**src/rtl/fle_cmp.sv**
```systemverilog
// Single-precision (binary32) "x1 <= x2" comparator, purely combinational.
// Denormals flush to zero, NaN operands make the compare false, and +0/-0 compare equal.
module fle_cmp (
    input  logic        clk,
    input  logic        rstn,
    input  logic [31:0] x1,
    input  logic [31:0] x2,
    output logic        y
);

    logic        w_zero1;
    logic        w_zero2;
    logic        w_nan1;
    logic        w_nan2;
    logic [30:0] w_mag1;
    logic [30:0] w_mag2;
    logic        w_sgn1;
    logic        w_sgn2;
    logic        w_lt;
    logic        w_eq;
    logic        w_le;
    logic        w_ge;
    logic        w_unused;

    // clk/rstn exist only so every FPU unit shares the same port shape.
    assign w_unused = &{1'b1, clk, rstn};

    assign w_zero1 = (x1[30:23] == 8'd0);
    assign w_zero2 = (x2[30:23] == 8'd0);
    assign w_nan1  = (x1[30:23] == 8'hFF) && (x1[22:0] != 23'd0);
    assign w_nan2  = (x2[30:23] == 8'hFF) && (x2[22:0] != 23'd0);

    assign w_mag1  = w_zero1 ? 31'd0 : x1[30:0];
    assign w_mag2  = w_zero2 ? 31'd0 : x2[30:0];

    // A zero counts as non-negative so -0 orders exactly like +0.
    assign w_sgn1  = x1[31] & ~w_zero1;
    assign w_sgn2  = x2[31] & ~w_zero2;

    // One shared magnitude comparator; le/ge are derived from it.
    assign w_lt    = (w_mag1 < w_mag2);
    assign w_eq    = (w_mag1 == w_mag2);
    assign w_le    = w_lt | w_eq;
    assign w_ge    = ~w_lt;

    always_comb begin
        y = 1'b0;
        if (w_nan1 || w_nan2) begin
            y = 1'b0;
        end else if (w_zero1 && w_zero2) begin
            y = 1'b1;
        end else if (w_sgn1 != w_sgn2) begin
            y = w_sgn1;
        end else if (!w_sgn1) begin
            y = w_le;
        end else begin
            y = w_ge;
        end
    end

endmodule

```
**config.mk**
```make
export PLATFORM = sky130hd
export DESIGN_NAME = fle_cmp
export DESIGN_NICKNAME = d
export VERILOG_FILES = /design/src/rtl/fle_cmp.sv
export SDC_FILE = /design/constraint.sdc
export NUM_CORES = 1
export LEC_CHECK = 0
export ABC_AREA = 1
export BUFFER_PORTS_ARGS = -buffer_cell sky130_fd_sc_hd__buf_2
export CAP_MARGIN = 20
export CORE_ASPECT_RATIO = 1.1
export CORE_MARGIN = 10
export CORE_UTILIZATION = 44
export DETAILED_ROUTE_END_ITERATION = 8
export GPL_TIMING_DRIVEN = 0
export MAX_ROUTING_LAYER = met4
export PLACE_DENSITY = 0.79
export SLEW_MARGIN = 0
export SYNTH_ARGS = -nofsm -noshare
export SYNTH_HDL_FRONTEND = slang
export SYNTH_SLANG_ARGS = --single-unit
```
**constraint.sdc**
```tcl
create_clock -name vclk -period 2.9
set_clock_uncertainty 0.05 [all_clocks]
set_input_delay 0.58 -clock vclk [all_inputs]
set_output_delay 0.58 -clock vclk [all_outputs]
set_load 0.01 [all_outputs]
```
# ---- Word-level counts from Yosys, hierarchy flattened
# Cells that the tools add are included.
dict set report totals {
  output_inout_bits 1
  elab_cells 25
  in_bits 66
  ff_bits 0
}
dict set report classes {
  bitwise_logic 6
  n_lt_le_gt_ge 1
  n_mux 6
  n_reduce_logical 8
  eq_ne 4
}
# op count
set ops {}
lappend ops {{$mux 31} 2}
lappend ops {{$reduce_bool 23->1} 2}
lappend ops {{$eq 31x31->1} 1}
lappend ops {{$lt 31x31->1} 1}
lappend ops {{$eq 8x8->1 const B} 2}
lappend ops {{$logic_not 8->1} 2}
lappend ops {{$mux 1} 4}
lappend ops {{$logic_and 1x1->1} 3}
lappend ops {{$not 1->1} 3}
lappend ops {{$and 1x1->1} 2}
lappend ops {{$logic_or 1x1->1} 1}
lappend ops {{$ne 1x1->1} 1}
lappend ops {{$or 1x1->1} 1}

# ---- Depth between registers and ports, before layout
dict set report logic_depth {
  word_depth 8
  depth_mapped 18
  mapped_depth_nobuf 17
}

# ---- Least setup slack after synthesis
# Ideal clock, no wire load.
dict set report synth_timing {
  path_type {input port to output port}
  startpoint {input port x1[27]}
  endpoint {output port y}
  n_path_buf 1
  t_arrival_ns 2.383
  required_ns 2.270
  cell_stages 15
  path_slack_ns -0.113
  path_cell_list {or2_1 > nor3_2 > nand3_2 > clkinv_2 > buf_4 > nor2_1 > ha_1 > a21o_1 > nor2_1 > nand2_1 > a21oi_1 > nand2_2 > nand2_1 > nand2_1 > a21oi_2}
}
dict set report synth_via {
  elab_chain_len 8
  elab_cells_between_ends 17
  cone_classes {order compare (1); eq/ne (3); mux (5); bitwise (4); reduce/logical (4)}
}
# element line_no
set synth_rtl {}
lappend synth_rtl {{start, declared} 6} ;# input logic [31:0] x1,
lappend synth_rtl {{$logic_not 8->1} 28} ;# assign w_zero1 = (x1[30:23] == 8'd0);
lappend synth_rtl {{$mux 31} 33} ;# assign w_mag1 = w_zero1 ? 31'd0 : x1[30:0];
lappend synth_rtl {{$lt 31x31->1 or $eq 31x31->1 (tied branches)} {41, 42}}
lappend synth_rtl {{$or 1x1->1 or $not 1->1 (tied branches)} {43, 44}}
lappend synth_rtl {{$mux 1} 54} ;# end else if (!w_sgn1) begin
lappend synth_rtl {{$mux 1} 52} ;# end else if (w_sgn1 != w_sgn2) begin
lappend synth_rtl {{$mux 1} 50} ;# end else if (w_zero1 && w_zero2) begin
lappend synth_rtl {{$mux 1 (*)} 48} ;# if (w_nan1 || w_nan2) begin
lappend synth_rtl {{end, declared} 8} ;# output logic y
# Mark *: on every way between the ends. The rest lies on a longest branch, timed or not.

# ---- Worst setup path in the final report
dict set report layout_timing {
  startpoint {input port x1[28]}
  endpoint {output port y}
}
# The elaborated chain is that of the path after synthesis.

==> flow_summary_export.csv <==
group,metric,value,unit
setup_path,crit_required,2.27,ns
global_routing,grt_pass1_vias,1703,
cells_and_area,seq_cells,0,
cells_and_area,n_antenna_cell,0,
sta,clock.fmax,0.294,GHz
cells_and_area,drive_gt1_frac,0.315,
sta,finalMaxSlewViolations,0,
detailed_routing,ant_nets,0,
setup_path,crit_arrival,2.77,ns
outcome,violations,"negative setup slack",
logic_synthesis,ys_top_cells_by_area,"ha_1, nand2_1, inv_1",
detailed_routing,vias,1761,
logic_synthesis,synth_top_area_frac,0.287,
power_and_ir_drop,power,229,µW
sta,setup_viol,1,
sta,finalSetupTns,-0.500,ns
global_routing,grt_start_max_net_pins,11,
setup_path,crit_path_start_kind,"input port",
power_and_ir_drop,ir_drop,0.0000872,V
place,io_buffers,65,
sta,maxSlewHeadroom,0.742,
floorplanning,die_area,5700,µm²
place,gp_congestion,0.804,
cells_and_area,layout_common_cells,"nand2_1, buf_2, inv_1",
logic_synthesis,syn_area_per_cell,5.33,µm²
cells_and_area,final_common_cell,"nand2_1",
clock_network,cts-hold-fix-buffers,0,
logic_synthesis,seq_area_frac_synth,0,
sta,period_needed,3.40,ns
job,drv_cap,0,
floorplanning,row_count,21,
cells_and_area,final_area,1960,µm²
sta,finalHoldViolCount,0,
floorplanning,io_pins,67,
setup_path,path_class,"input port to output port",
sta,hold_ws,1.48,ns
global_routing,grt_pass1_wl,6.64,mm
setup_path,cp_top_family,"simple AND/OR/NAND/NOR gates",
outcome,status,"complete, but fails checks",
floorplanning,die_x,72.9,µm
detailed_routing,drt_iter0_drc,45,
power_and_ir_drop,power_density,117,nW/µm²
setup_path,cp_max_fo,6,
logic_synthesis,syn-instance-count,254,
logic_synthesis,synth_nets,351,
floorplanning,initial_core_util,0.452,
cells_and_area,post-route-util,0.653,
setup_path,max_stage_delay,0.29,ns
global_routing,antenna_found_initial,0,
global_routing,track_usage,0.135,
global_routing,overflow,0,
floorplanning,die-height,78.2,µm
logic_synthesis,syn_area,1350,µm²
setup_path,cp.buffers_inverters,4,
sta,setup_slack,-0.500,ns
logic_synthesis,yosysWarnings,0,
setup_path,path_common_cell,"nand2_1",
power_and_ir_drop,cellLeakagePower,1.19,nW
sta,rsz0062_at_grt,"true",
detailed_routing,wl,4.21,mm
detailed_routing,dr.pass1.iters,4,
setup_path,path_cells,"buf_6 > or2_1 > nor3_2 > nand3_2 > clkinv_4 > buf_8 > nor2_2 > ha_1 > a21oi_1 > nand2_1 > nand2_1 > nand2_2 > a21oi_2 > nand2_2 > nand2_1 > nand2_1 > a21oi_2 > buf_2",
setup_path,cp-end-kind,"output port",
logic_synthesis,synth_largest_area_cell,"ha_1",
detailed_routing,drc,0,
min_path,min_path_type,"input port to output port",
place,dpl_cell_area,1730,µm²
sta,period_share,1.17,
setup_path,slowest_stage,"ha_1",
cells_and_area,register_area,0,µm²
sta,tightestPinTransition,0.383,ns
place,dp_slack,-0.540,ns
place,placed_cells,353,
detailed_routing,vias_per_cell,4.88,
cells_and_area,nets,426,
detailed_routing,wl_per_cell,11.7,µm
cells_and_area,n_clock_buffer,0,
logic_synthesis,yosysUniqueCellTypes,21,
cells_and_area,syn_to_final_growth,44.5,%
place,hpwl,3.60,mm
cells_and_area,layout.cells.non_filler,361,
floorplanning,core_area,3000,µm²
worst paths after layout:
path | startpoint | endpoint | cells after the start
max | x1[28] | y | 18
min | x2[31] | y | 5
metal layers:
metal,up-vias,part of all wire,track usage,routed length (µm)
li1,948,-,-,-
met1,774,0.43,0.156,1790
met2,39,0.53,0.253,2230
met3,0,0.044,0.0164,185
met4,0,0,0,0
met5,-,0,-,0
power by group:
| part | total (mW) | switching (mW) | internal (mW) |
|---|---|---|---|
| sequential | 0 | 0 | 0 |
| combinational | 0.229 | 0.119 | 0.110 |
| clock | 0 | 0 | 0 |
synth_stat cells:
cell	count
nor4_1	8
o21ai_0	1
a21oi_1	9
a21o_1	2
or2_1	1
nand3_1	3
nor3_1	2
clkbuf_1	8
nor3_2	2
buf_2	2
ha_1	31
nor2_2	3
inv_1	49
a21oi_2	2
nand2_1	76
nand2_2	1
clkinv_2	1
nand4_1	12
nor2_1	38
buf_4	2
nand3_2	1
kinds of logic (layout without fill, tap and decap cells):
group | Yosys count | after routing | synth area share
buf+inv | 62 | 135 | 0.180
compound gates | 14 | 14 | 0.0610
simple gates | 147 | 147 | 0.472
fa+ha+maj | 31 | 31 | 0.287
layout make-up:
class | instances | area [µm²]
fill | 305 | 1040
timing repair buffer | 73 | 433
inverter | 50 | 193
multi-input combinational | 192 | 1220
buffer | 12 | 70.1
tap | 34 | 42.5
what timing repair did:
item                                    CTS  global route
endpoints found under the setup margin    1             1
gates cloned                              0             2
gates resized for setup                   4            22
buffers inserted                          1             5
pin swaps                                 2            24
Power figures use the tool's default switching activity.
